[src/rtl/addsub_pipe.sv]
// addsub_pipe -- pipelined two's-complement adder/subtractor with valid/ready
// handshakes on both sides.
//
// The WIDTH-bit carry chain is cut into STAGES equal slices. Each pipeline
// stage adds one slice (LSB slice first) and registers the partial sum, the
// carry into the next slice and the operand bits that later slices still need.
// The last stage also derives the overflow flag from the MSB slice. The
// latency is STAGES cycles and the throughput is one beat per cycle.
//
// Parameters
//   WIDTH   operand/result width; must be a multiple of STAGES
//   STAGES  number of carry slices = pipeline depth, 1..WIDTH
//
// Ports
//   clk, rst_n              clock (rising edge), asynchronous active-low reset
//   in_valid / in_ready     operand handshake
//   in_a, in_b              operands
//   in_sub                  1: A-B (A + ~B + 1), 0: A+B
//   in_signed               1: signed overflow rule, 0: unsigned (carry/borrow)
//   out_valid / out_ready   result handshake
//   out_sum                 result
//   out_cout                raw carry-out of the MSB slice
//   out_ovf                 overflow for this result
//   ovf_sticky              OR of out_ovf over all accepted results
//   ovf_clr                 synchronous clear of ovf_sticky (a same-cycle set wins)
//
// Build option
//   ADDSUB_SAT_EN  when defined, an overflowing result is replaced by the
//                  saturation value (out_cout stays raw); otherwise results wrap.
module addsub_pipe #(
  parameter int unsigned WIDTH  = 16,
  parameter int unsigned STAGES = 2
) (
  input  logic             clk,
  input  logic             rst_n,
  input  logic             in_valid,
  output logic             in_ready,
  input  logic [WIDTH-1:0] in_a,
  input  logic [WIDTH-1:0] in_b,
  input  logic             in_sub,
  input  logic             in_signed,
  output logic             out_valid,
  input  logic             out_ready,
  output logic [WIDTH-1:0] out_sum,
  output logic             out_cout,
  output logic             out_ovf,
  output logic             ovf_sticky,
  input  logic             ovf_clr
);

  if ((STAGES < 1) || (STAGES > WIDTH) || ((WIDTH % STAGES) != 0)) begin : g_bad_cfg
    $error("addsub_pipe: WIDTH=%0d must be a multiple of STAGES=%0d with 1 <= STAGES <= WIDTH",
           WIDTH, STAGES);
  end

  localparam int unsigned SW   = WIDTH / STAGES;
  localparam int unsigned LAST = STAGES - 1;

  // One pipeline stage. b holds the already-conditioned operand (~B for sub),
  // c is the carry into the next slice. Sum bits above the slices done so far
  // are zero; operand bits below them are no longer needed and get trimmed.
  typedef struct packed {
    logic [WIDTH-1:0] a;
    logic [WIDTH-1:0] b;
    logic [WIDTH-1:0] s;
    logic             c;
    logic             sub;
    logic             sgn;
  } stage_t;

  stage_t            st_q [STAGES];
  stage_t            st_d [STAGES];
  logic [STAGES-1:0] v_q, v_d;
  logic              ovf_q, ovf_d;
  logic              sticky_q, sticky_d;
  logic              stall;

  // Add slice k of src into the partial sum and update the carry.
  function automatic stage_t slice_add(input stage_t src, input int unsigned k);
    stage_t     r;
    logic [SW:0] part;
    r    = src;
    part = {1'b0, src.a[k*SW +: SW]} + {1'b0, src.b[k*SW +: SW]} + {{SW{1'b0}}, src.c};
    r.s[k*SW +: SW] = part[SW-1:0];
    r.c             = part[SW];
    return r;
  endfunction

  // Every stage holds on a stall, so the output register is frozen and the
  // input side is refused for exactly the cycles the sink refuses.
  assign stall    = v_q[LAST] && !out_ready;
  assign in_ready = !stall;

  always_comb begin
    stage_t           head;
    logic [WIDTH-1:0] res;
    head.a   = in_a;
    head.b   = in_sub ? ~in_b : in_b;
    head.s   = '0;
    head.c   = in_sub;
    head.sub = in_sub;
    head.sgn = in_signed;

    st_d[0] = slice_add(head, 0);
    v_d[0]  = in_valid;
    for (int unsigned k = 1; k < STAGES; k++) begin
      st_d[k] = slice_add(st_q[k-1], k);
      v_d[k]  = v_q[k-1];
    end

    // Signed: operands (A and conditioned B) agree in sign, result does not.
    // Unsigned: carry-out on add, missing carry (borrow) on sub.
    if (st_d[LAST].sgn) begin
      ovf_d = (st_d[LAST].a[WIDTH-1] == st_d[LAST].b[WIDTH-1]) &&
              (st_d[LAST].s[WIDTH-1] != st_d[LAST].a[WIDTH-1]);
    end else begin
      ovf_d = st_d[LAST].sub ? ~st_d[LAST].c : st_d[LAST].c;
    end

`ifdef ADDSUB_SAT_EN
    res = st_d[LAST].s;
    if (ovf_d) begin
      if (st_d[LAST].sgn) begin
        // Positive overflow only happens with A >= 0, negative with A < 0.
        res            = st_d[LAST].a[WIDTH-1] ? '0 : '1;
        res[WIDTH-1]   = st_d[LAST].a[WIDTH-1];
      end else begin
        res = st_d[LAST].sub ? '0 : '1;
      end
    end
`else
    res = st_d[LAST].s;
`endif
    st_d[LAST].s = res;

    sticky_d = sticky_q;
    if (ovf_clr) sticky_d = 1'b0;
    if (v_q[LAST] && out_ready && ovf_q) sticky_d = 1'b1;
  end

  always_ff @(posedge clk or negedge rst_n) begin
    if (!rst_n) begin
      for (int unsigned k = 0; k < STAGES; k++) st_q[k] <= '0;
      v_q      <= '0;
      ovf_q    <= 1'b0;
      sticky_q <= 1'b0;
    end else begin
      if (!stall) begin
        for (int unsigned k = 0; k < STAGES; k++) st_q[k] <= st_d[k];
        v_q   <= v_d;
        ovf_q <= ovf_d;
      end
      sticky_q <= sticky_d;
    end
  end

  assign out_valid  = v_q[LAST];
  assign out_sum    = st_q[LAST].s;
  assign out_cout   = st_q[LAST].c;
  assign out_ovf    = ovf_q;
  assign ovf_sticky = sticky_q;

endmodule
[config.mk]
export PLATFORM = sky130hd
export DESIGN_NAME = addsub_pipe
export DESIGN_NICKNAME = d
export VERILOG_FILES = /design/src/rtl/addsub_pipe.sv
export SDC_FILE = /design/constraint.sdc
export NUM_CORES = 1
export LEC_CHECK = 0
export CAP_MARGIN = 20
export CORE_MARGIN = 4
export CORE_UTILIZATION = 55
export DETAILED_ROUTE_END_ITERATION = 8
export PLACE_DENSITY_LB_ADDON = 0.25
export RECOVER_POWER = 25
export SLEW_MARGIN = 25
export SYNTH_ARGS = -nofsm -noshare
export SYNTH_HDL_FRONTEND = slang
export SYNTH_SLANG_ARGS = --single-unit
[constraint.sdc]
create_clock -name clk -period 5.3 [get_ports clk]
set_input_delay 0.795 -clock clk [delete_from_list [all_inputs] [get_ports clk]]
set_output_delay 0.795 -clock clk [all_outputs]
set_load 0.01 [all_outputs]
==> summary.md, run 1 <==
| Metric | Value |
|---|---|
| Max-cap violation count | `1` |
| Netlist cell types | `45` |
| Drt pass-1 iters | `4` |
| FF-to-FF End | `out_ovf` |
| Core footprint | `approximately 0.0048 sq mm` |
| Critical path data required time | `between 5 and 6 ns` |
| Peak Freq | `a little over 0.3 GHz` |
| Number of routed nets with antenna violations | `0` |
| Multiplexer share of the synthesized area | `0.774%` |
| Detailed Route Iter0 Violations | `between 100 and 150` |
| Adder-cell share of the synthesized area | `around 8.6%` |
| Nets | `roughly 400` |
| Worst skew pair latency | `between 0.2 and 0.3 ns` |
| Initial antenna violation count | `0` |
| Post-CTS Resized | `0` |
| # clock sinks | `48` |
| Final period utilization | `between 60 and 70%` |
| Arrival time worst endpoint | `roughly 3.4 ns` |
| CTS Buffer Depth | `2` |
| # rows | `25` |
| Syn Inst Count | `300` |
| Average via count per standard cell | `about 5.2` |
| I/O pin count | `60` |
| Reg clk slew, reported paths | `around 0.080 ns` |
| Commonest non-fill, non-tap cell in the layout | `nand2_1` |
| Die Wd | `roughly 79 microns` |
| Gp weighted congestion | `0.852` |
| Port bufs | `between 50 and 60` |
| Pwr/cell area | `about 360 mW/mm^2` |
| P_leak | `1.50 nW` |
| Chip height | `78.7 microns` |
| Hold Path Origin | `v_q[0]` |
| RR Startpoint | `st_d[27]` |
| Pin count of the biggest net entering global routing | `58` |
| Final HPWL DP | `a little over 4000 microns` |
| Seq pwr share | `43.3%` |
| CP Launch Point | `in_sub` |
| Drt wl/cell | `13.3 microns` |
| Seq/Total Area, Yosys | `between 40 and 50%` |
| Synth Warn # | `0` |
| Finished Core Util | `69.6%` |
| Total gr overflow | `0` |
| Post-Syn Nets | `roughly 360` |
| Layout cells sized above 1 | `under 10%` |
| Post-synthesis register bit count | `48` |
| Setup TNS after final layout | `0 ns` |
| EDFF count, synth | `0` |
| Initial cell density of the core | `~57%` |
| Logic pwr share | `between 30% and 40%` |
| Unrepaired setup endpoints after global routing | `false` |
| Slew Limit Headroom | `-66.6%` |
| GRT Total Usage | `between 10% and 20%` |
| R2R Setup Slk | `3.06 ns` |
| Synthesis-to-finish area growth | `21.2%` |
| Largest family of logic cells by synthesized area | `simple AND/OR/NAND/NOR gates` |
| Setup violators final | `0` |
| Minimum clock period | `between 3 and 4 ns` |
| Final Max Tran Viols | `49` |
| Synth Area in XOR/XNOR | `7.02%` |
| Failing checks | `max-capacitance violations, max-slew violations` |
| Post-synthesis simple-gate area fraction | `between 10% and 20%` |
| P_sw | `0.399 mW` |
| FF-to-FF path depth | `8` |
| Asr flop ratio synth | `between 90% and 100%` |
| Clock Tree Root | `clkbuf_8` |
| Die ar. | `about 0.0062 sq mm` |
| DRC errors left | `0` |
| Most frequent cells in the layout | `nand2_1, clkdlybuf4s50_1, dfrtp_1` |
| Clock skew | `roughly 0.0082 ns` |
| Sw Ratio | `approximately 33%` |
| Post-synthesis compound-gate area fraction | `approximately 13%` |
| Cell internal pwr | `approximately 0.8 mW` |
| CTS tree | `built` |
| Worst setup EP type | `register` |
| Number of buffers created by CTS | `5` |
| ANT cells | `0` |
| Ys flop type | `dfrtp_1` |
| Pwr Total | `approximately 1.2 mW` |
| Slew @ Worst Pin | `around 2.5 ns` |
| Status | `finished, violations left` |
| CP Capture Point | `st_d[9]` |
| Mapped Area | `approximately 0.0027 sq mm` |
| Worst min-delay path class | `reg2reg` |
| CTS Hold Bufs | `0` |
| Clock network fraction of total power | `around 17%` |
| Max FO, Critical Path | `17` |
| First-pass GRT wire length | `9050 microns` |
| Final WL | `~5400 microns` |
| H-tree depth | `2` |
| Peak VDD IR | `0.179 mV` |
| Vias in the first global route | `2045` |
| CP startpoint kind | `input pin` |
| Via count | `around 2100` |
| Critical setup path kind | `in2reg` |
| Final hold vios | `0` |
| Mean Syn Cell Area | `a little over 9 sq um` |
| # Post-CTS Setup Buffers | `0` |
[worst min-delay path by stage]
stage	endpoint	slack (ns)	cells after the start
after floorplan	v_q[0]	0.43	2
after global placement	v_q[0]	0.44	2
after detailed placement	v_q[1]	0.45	1
after CTS	v_q[1]	0.47	1
after global routing	out_sum[2]	0.49	2
final	v_q[1]	0.47	1
[Yosys cell counts (5+ instances only)]
master / instances / area, sq um
nor2_1: 11 / 41.3
xor2_1: 12 / 105
o21ai_0: 21 / 105
dfrtp_1: 48 / 1200
o31ai_1: 5 / 37.5
ha_1: 14 / 175
a21oi_1: 13 / 65.1
buf_4: 16 / 120
clkbuf_1: 6 / 22.5
nand2_1: 76 / 285
xnor2_1: 10 / 87.6
inv_1: 9 / 33.8
[final cells by class]
cell class / count / area [sq um]
sequential: 48 / 1200
timing repair buffer: 61 / 599
fill: 395 / 1460
clock buffer: 6 / 72.6
multi-input combinational: 214 / 1330
tap: 67 / 83.8
clock inverter: 1 / 5.00
inverter: 10 / 37.5
[power groups by stage]
stage | logic, mW | clock network [mW] | registers (mW)
2_1_floorplan | 0.341 | 0 | 0.518
3_3_place_gp | 0.469 | 0 | 0.525
3_5_place_dp | 0.481 | 0 | 0.530
4_1_cts | 0.483 | 0.212 | 0.522
5_1_grt | 0.525 | 0.227 | 0.535
6_report | 0.476 | 0.207 | 0.520
[critical path, stage by stage]
cell and delay (ns):
clkdlybuf4s50_1 1.08, mux2_2 0.35, inv_1 0.07, fa_1 0.40
nor2b_1 0.12, o21ai_0 0.09, a21oi_1 0.29, or3_1 0.16
nand3_1 0.06
[through the flow]
step | setup slack [ns] | hold WS (ns) | std cells | instance area [sq um]
2_1_floorplan | 2.63 | 0.430 | 300 | 2750
3_3_place_gp | 1.83 | 0.445 | 400 | 3250
3_5_place_dp | 1.71 | 0.455 | 400 | 3260
4_1_cts | 2.04 | 0.474 | 407 | 3330
5_1_grt | 1.87 | 0.487 | 407 | 3330
6_report | 2.06 | 0.469 | 407 | 3330
[state kept, by name, indices dropped and copies added, names as in the netlist]
name	cells
st_d	26
out_sum	16
v_q	2
out_cout	1
out_ovf	1
ovf_sticky	1
st_q	1
[routing by layer]
| metal | vias up | global-route usage [%] | wire length [microns] |
|---|---|---|---|
| li1 | 1073 | - | - |
| met1 | 1014 | 22.2 | 2370 |
| met2 | 42 | 33.4 | 2770 |
| met3 | 4 | 2.87 | 218 |
| met4 | 0 | 5.77 | 59 |
| met5 | - | 0 | 0 |
[kinds of logic (layout without fill, tap and decap cells)]
group,Yosys count,after routing
xor+xnor,22,22
simple gates,116,116
mux,2,2
fa+ha+maj,17,17
buf+inv,38,78
compound gates,57,57
flops,48,48
Power figures use the tool's default switching activity.
==> run 2: changes to the inputs <==
--- a/config.mk
+++ b/config.mk
@@ -7,7 +7,7 @@
 export LEC_CHECK = 0
 export CAP_MARGIN = 20
 export CORE_MARGIN = 4
-export CORE_UTILIZATION = 55
+export CORE_UTILIZATION = 46
 export DETAILED_ROUTE_END_ITERATION = 8
 export PLACE_DENSITY_LB_ADDON = 0.25
 export RECOVER_POWER = 25
==> constraint.sdc (replaced) <==
create_clock -name clk -period 2.85 [get_ports clk]
set_input_delay 0.4275 -clock clk [delete_from_list [all_inputs] [get_ports clk]]
set_output_delay 0.4275 -clock clk [all_outputs]
set_load 0.01 [all_outputs]
==> run 2 against run 1 <==
Compared with the run above:
- the run now ends clean
- first-iteration DRC count shrank 60%
- global-route usage shrank 2.4 points
- sequential share of layout area shrank 0.20 points
- core utilization shrank 10 points
==> summary.md, run 2 (synthesized netlist as in run 1, its figures left out) <==
| Metric | Value |
|---|---|
| Synthesis-to-finish area growth | `21.9% (was 21.2%)` |
| Post-place setup slack | `0.199 ns (was 1.71 ns)` |
| P_leak | `1.51 nW (was 1.50 nW)` |
| Average via count per standard cell | `5.19 (was 5.24)` |
| R2R Setup Slk | `0.59 ns (was 3.06 ns)` |
| Worst skew pair latency | `0.30 ns (was 0.29 ns)` |
| Arrival time worst endpoint | `2.56 ns (was 3.42 ns)` |
| Peak Freq | `0.425 GHz` |
| Vias in the first global route | `1968 (was 2045)` |
| First-pass GRT wire length | `9340 microns (was 9050 microns)` |
| Final HPWL DP | `4140 microns (was 4030 microns)` |
| Die ar. | `0.00727 sq mm (was 0.00619 sq mm)` |
| Initial antenna violation count | `0 (unchanged)` |
| Setup TNS after final layout | `0 ns (unchanged)` |
| Critical setup path kind | `in2reg (unchanged)` |
| Placed cell areas | `0.00327 sq mm (was 0.00326 sq mm)` |
| Worst path cell trace | `clkdlybuf4s50_1 > buf_4 > xor2_1 > ha_1 > o21a_1 > o21ai_0 > a31oi_1 > o21a_1 > o31ai_1 (was clkdlybuf4s50_1 > mux2_2 > inv_1 > fa_1 > nor2b_1 > o21ai_0 > a21oi_1 > or3_1 > nand3_1)` |
| Final hold vios | `0 (unchanged)` |
| Slew Limit Headroom | `35.9% (was -66.6%)` |
| # clock sinks | `48 (unchanged)` |
| Most frequent cells in the layout | `nand2_1, clkdlybuf4s50_1, dfrtp_1 (unchanged)` |
| Pin count of the biggest net entering global routing | `58 (unchanged)` |
| Initial cell density of the core | `48.7% (was 57.4%)` |
| CP Launch Point | `in_sub (unchanged)` |
| CP startpoint kind | `input pin (unchanged)` |
| FF-to-FF path depth | `8 (unchanged)` |
| Slew @ Worst Pin | `0.961 ns (was 2.50 ns)` |
| Number of buffers created by CTS | `5 (unchanged)` |
| Reg clk slew, reported paths | `0.09 ns (was 0.08 ns)` |
| Total gr overflow | `0 (unchanged)` |
| Pwr/cell area | `670 mW/mm^2 (was 361 mW/mm^2)` |
| Post-CTS Resized | `0 (unchanged)` |
| Detailed Route Iter0 Violations | `55 (was 136)` |
| Drt pass-1 iters | `4 (unchanged)` |
| Nets | `398 (was 396)` |
| Via count | `2147 (was 2133)` |
| CP max stage delay | `0.62 ns (was 1.08 ns)` |
| Unrepaired setup endpoints after global routing | `false (unchanged)` |
| Setup violators final | `0 (unchanged)` |
| Minimum clock period | `2.36 ns` |
| Gp weighted congestion | `0.893 (was 0.852)` |
| Final Max Tran Viols | `0 (was 49)` |
| Delay-heaviest family, CP | `buffers and inverters (unchanged)` |
| # Post-CTS Setup Buffers | `0 (unchanged)` |
| RR Startpoint | `st_q[53] (was st_d[27])` |
| Drt wl/cell | `13.5 microns (was 13.3 microns)` |
| WP depth | `9 (unchanged)` |
| Clock Tree Root | `clkbuf_8 (unchanged)` |
| Max reg flops | `26 (unchanged)` |
| Final period utilization | `between 80% and 90%` |
| Peak VDD IR | `0.361 mV (was 0.179 mV)` |
| CP Capture Point | `st_d[10] (was st_d[9])` |
| Max FO, Critical Path | `13 (was 17)` |
| H-tree depth | `2 (unchanged)` |
| CTS tree | `built (unchanged)` |
| Final Cell Area | `0.00335 sq mm (was 0.00333 sq mm)` |
| Worst setup EP type | `register (unchanged)` |
| Most used cell, CP | `o21a_1` |
| Worst min-delay path class | `in2async (was reg2reg)` |
| Slack of the critical path | `0.495 ns (was 2.06 ns)` |
| Layout cells sized above 1 | `4.39% (was 3.82%)` |
| DRC errors left | `0 (unchanged)` |
| Worst path slowest cell | `clkdlybuf4s50_1 (unchanged)` |
| Final WL | `5590 microns (was 5410 microns)` |
| Worst path bufs/invs | `2 (unchanged)` |
| Pwr Total | `2.24 mW (was 1.20 mW)` |
| Core footprint | `0.00564 sq mm (was 0.00479 sq mm)` |
| ANT cells | `0 (unchanged)` |
| Number of routed nets with antenna violations | `0 (unchanged)` |
| GRT Total Usage | `16.1% (was 18.4%)` |
| Chip height | `85.3 microns (was 78.7 microns)` |
| Critical path data required time | `3.06 ns (was 5.47 ns)` |
| Status | `complete, no violations (was finished, violations left)` |
| FF-to-FF End | `out_ovf (unchanged)` |
| Port bufs | `59 (unchanged)` |
| I/O pin count | `60 (unchanged)` |
| Max-cap violation count | `0 (was 1)` |
| Clock skew | `0.00581 ns (was 0.00819 ns)` |
| Commonest non-fill, non-tap cell in the layout | `nand2_1 (unchanged)` |
| Die Wd | `85.3 microns (was 78.7 microns)` |
| # rows | `27 (was 25)` |
| CTS Buffer Depth | `2 (unchanged)` |
| CTS Hold Bufs | `0 (unchanged)` |
==> run 2: changes by cell type in the layout (fill, tap and decap cells not counted) <==
cell,change
buf_4,+1
clkbuf_2,+1
clkdlybuf4s50_1,-1
dlygate4sd3_1,+1
==> run 2: how the worst min path moves through the flow <==
stage,from,end,slack (ns),cells after the start
finish,rst_n,out_sum[13],0.25,1
detailed placement,rst_n,out_sum[13],0.38,1
global placement,rst_n,out_sum[12],0.38,1
floorplan,rst_n,out_cout,0.13,0
global route,rst_n,st_d[29],0.35,1
CTS,rst_n,st_d[50],0.05,1
==> run 2: area by class of cell <==
class / instances / area, sq um
sequential: 48 / 1200
tap: 72 / 90.1
clock buffer: 6 / 72.6
timing repair buffer: 63 / 612
inverter: 10 / 37.5
fill: 530 / 2290
multi-input combinational: 214 / 1330
clock inverter: 1 / 5.00
==> run 2: through the flow <==
step	instances	hold WS, ns	util, %
2_1_floorplan	300	0.132	-
3_3_place_gp	407	0.381	58.0
3_5_place_dp	407	0.381	58.0
4_1_cts	414	0.0518	59.4
5_1_grt	414	0.352	59.3
6_report	414	0.249	59.3
==> run 2: metal layers <==
metal / up-vias / routed length, microns / global-route usage, %
met5: - / 0 / 0
li1: 1075 / - / -
met4: 0 / 138 / 6.62
met1: 1002 / 2490 / 20.7
met2: 60 / 2620 / 25.8
met3: 10 / 350 / 3.88
==> run 2: report_power, final <==
part           leakage, nW  total, mW  internal, mW  switching [mW]
clock               0.0410      0.387         0.167           0.220
combinational        0.895      0.887         0.466           0.420
sequential           0.570      0.971         0.861           0.109
==> run 3: changes to the inputs <==
--- a/config.mk
+++ b/config.mk
@@ -7,7 +7,7 @@
 export LEC_CHECK = 0
 export CAP_MARGIN = 20
 export CORE_MARGIN = 4
-export CORE_UTILIZATION = 46
+export CORE_UTILIZATION = 51
 export DETAILED_ROUTE_END_ITERATION = 8
 export PLACE_DENSITY_LB_ADDON = 0.25
 export RECOVER_POWER = 25
==> constraint.sdc (replaced) <==
create_clock -name clk -period 2.2 [get_ports clk]
set_input_delay 0.33 -clock clk [delete_from_list [all_inputs] [get_ports clk]]
set_output_delay 0.33 -clock clk [all_outputs]
set_load 0.01 [all_outputs]
==> run 3 against run 2 <==
Compared with the run above:
- clock power is 38% higher
- final area is 4.9% higher
- register-to-register slack worse by 0.50 ns
- via count is 0.98% higher
- first-iteration DRC count is 53% higher
- sequential power is 29% higher
- die area is 8.9% lower
- global-route usage is 2.6 points higher
- clock skew is 0.00057 ns lower
==> summary.md, run 3 (synthesized netlist as in run 1, its figures left out) <==
| Metric | Value |
|---|---|
| Status | `complete, no violations (unchanged)` |
| Drt wl/cell | `13.0 microns (was 13.5 microns)` |
| Filler cells | `429 (was 530)` |
| Number of routed nets with antenna violations | `0 (unchanged)` |
| Core footprint | `0.00517 sq mm (was 0.00564 sq mm)` |
| Final HPWL DP | `4230 microns (was 4140 microns)` |
| Max-cap violation count | `0 (unchanged)` |
| ANT cells | `0 (unchanged)` |
| Arrival time worst endpoint | `2.32 ns (was 2.56 ns)` |
| I/O pin count | `60 (unchanged)` |
| Most frequent cells in the layout | `nand2_1, clkdlybuf4s50_1, dfrtp_1 (unchanged)` |
| Chip height | `81.4 microns (was 85.3 microns)` |
| Via count | `2168 (was 2147)` |
| Clock skew | `0.00524 ns (was 0.00581 ns)` |
| Die Wd | `81.4 microns (was 85.3 microns)` |
| First-pass GRT wire length | `9510 microns (was 9340 microns)` |
| DRC errors left | `0 (unchanged)` |
| Peak Freq | `between 0.4 and 0.5 GHz` |
| CP startpoint kind | `register (was input pin)` |
| CTS Buffer Depth | `2 (unchanged)` |
| Die ar. | `0.00662 sq mm (was 0.00727 sq mm)` |
| Multi-input gate area | `0.00135 sq mm (was 0.00133 sq mm)` |
| Top Layer Used | `met4 (unchanged)` |
| Peak VDD IR | `0.404 mV (was 0.361 mV)` |
| Slack of the critical path | `0.0937 ns (was 0.495 ns)` |
| Port bufs | `59 (unchanged)` |
| Pin count of the biggest net entering global routing | `58 (unchanged)` |
| Worst setup EP type | `register (unchanged)` |
| Slew @ Worst Pin | `1.23 ns (was 0.961 ns)` |
| Gp weighted congestion | `0.844 (was 0.893)` |
| H-tree depth | `2 (unchanged)` |
| Worst path slowest cell | `fa_2 (was clkdlybuf4s50_1)` |
| Post-place setup slack | `-0.362 ns (was 0.199 ns)` |
| GRT Total Usage | `18.6% (was 16.1%)` |
| Worst path cell trace | `fa_2 > inv_2 > fa_2 > nor2b_2 > o211ai_1 > buf_4 > nand3_1 > nor4b_1 > o21ai_0 (was clkdlybuf4s50_1 > buf_4 > xor2_1 > ha_1 > o21a_1 > o21ai_0 > a31oi_1 > o21a_1 > o31ai_1)` |
| Critical path data required time | `2.41 ns (was 3.06 ns)` |
| Initial cell density of the core | `53.1% (was 48.7%)` |
| Vias in the first global route | `2172 (was 1968)` |
| Post-Layout Cell Count | `429 (was 414)` |
| # rows | `26 (was 27)` |
| Worst min-delay path class | `in2async (unchanged)` |
| Post-Route M1 WL | `2420 microns (was 2490 microns)` |
| Final hold vios | `0 (unchanged)` |
| CTS Hold Bufs | `0 (unchanged)` |
| Critical setup path kind | `reg2reg (was in2reg)` |
| Commonest non-fill, non-tap cell in the layout | `nand2_1 (unchanged)` |
| Unrepaired setup endpoints after global routing | `true (was false)` |
| Max reg flops | `26 (unchanged)` |
| # clock sinks | `48 (unchanged)` |
| CP max stage delay | `0.43 ns (was 0.62 ns)` |
| Average via count per standard cell | `5.05 (was 5.19)` |
| Total gr overflow | `0 (unchanged)` |
| Setup violators final | `0 (unchanged)` |
| Slew Limit Headroom | `18.0% (was 35.9%)` |
| Dpl cells | `419 (was 407)` |
| FF+latch area | `0.00120 sq mm (unchanged)` |
| Met2 Routed Length | `2860 microns (was 2620 microns)` |
| Final Max Tran Viols | `0 (unchanged)` |
| Drt pass-1 iters | `5 (was 4)` |
| Reg clk slew, reported paths | `0.09 ns (about the same)` |
| Pwr/cell area | `857 mW/mm^2 (was 670 mW/mm^2)` |
| P_leak | `1.60 nW (was 1.51 nW)` |
| Most used cell, CP | `fa_2 (was o21a_1)` |
| Minimum clock period | `approximately 2.1 ns` |
| Nets | `414 (was 398)` |
| Layout cells sized above 1 | `10.9% (was 4.39%)` |
| Initial antenna violation count | `0 (unchanged)` |
| Max FO, Critical Path | `2 (was 13)` |
| Synthesis-to-finish area growth | `27.9% (was 21.9%)` |
| Number of buffers created by CTS | `5 (unchanged)` |
| Detailed Route Iter0 Violations | `84 (was 55)` |
| Final period utilization | `~96%` |
| CTS tree | `built (unchanged)` |
| DR WL met3 | `250 microns (was 350 microns)` |
| Worst skew pair latency | `0.29 ns (was 0.30 ns)` |
| Final WL | `5580 microns (was 5590 microns)` |
| Hold WS | `0.266 ns (was 0.249 ns)` |
| Clock Tree Root | `clkbuf_8 (unchanged)` |
[run 3: critical path, delay by kind of cell (launching register included)]
family,cells,cell delay (ns)
DFF,1,0.41
and+or+nand+nor,3,0.28
adders and majority gates,2,0.64
AOI/OAI and AO/OA,2,0.44
buffers and inverters,2,0.26
[run 3: metal layers]
metal  up-vias  global-route usage (%)
met5         -                       0
met4         0                    5.91
met3         4                    3.10
met2        53                    33.8
met1      1005                    22.3
li1       1106                       -
[run 3: timing repair]
action	CTS	global route
resized for setup	4	6
pin swaps	3	7
endpoints found under the setup margin	3	4
buffers inserted	1	1
[run 3: worst paths after layout]
kind | startpoint | end | slack (ns) | cells past startpoint
worst min-delay path | rst_n | st_d[45] | 0.27 | 1
min in group clk | v_q[0] | v_q[0] | 0.46 | 2
worst min register to register | v_q[0] | v_q[0] | 0.46 | 2
worst max-delay path | st_d[43] | out_ovf | 0.09 | 9
max in group asynchronous | rst_n | out_sum[2] | 0.70 | 2
worst max register to register | st_d[43] | out_ovf | 0.09 | 9
[run 3: final cells by class]
type	count	area share, %
well taps	70	2.49
inverters	10	1.07
flip-flops and latches	48	34.2
clock inverters	2	0.285
clock buffers	6	2.35
multi-input cells	214	38.4
repair buffers	79	21.3
[run 3: report_power, final]
group	switching, mW	internal (mW)	leakage, nW
Combinational	0.562	0.659	0.977
Sequential	0.139	1.12	0.570
Clock	0.283	0.251	0.0510
Total	0.983	2.03	1.60
[run 3: metrics by stage]
| step | setup TNS [ns] | cell area, sq um | util, % | power [mW] |
|---|---|---|---|---|
| final | 0 | 3510 | 67.9 | 3.01 |
| after global routing | -0.0117 | 3510 | 67.9 | 3.25 |
| after CTS | 0 | 3510 | 67.9 | 3.03 |
| after detailed placement | -1.39 | 3400 | 65.8 | 2.49 |
| after global placement | -1.04 | 3400 | 65.8 | 2.45 |
| after floorplan | 0 | 2750 | - | 2.07 |
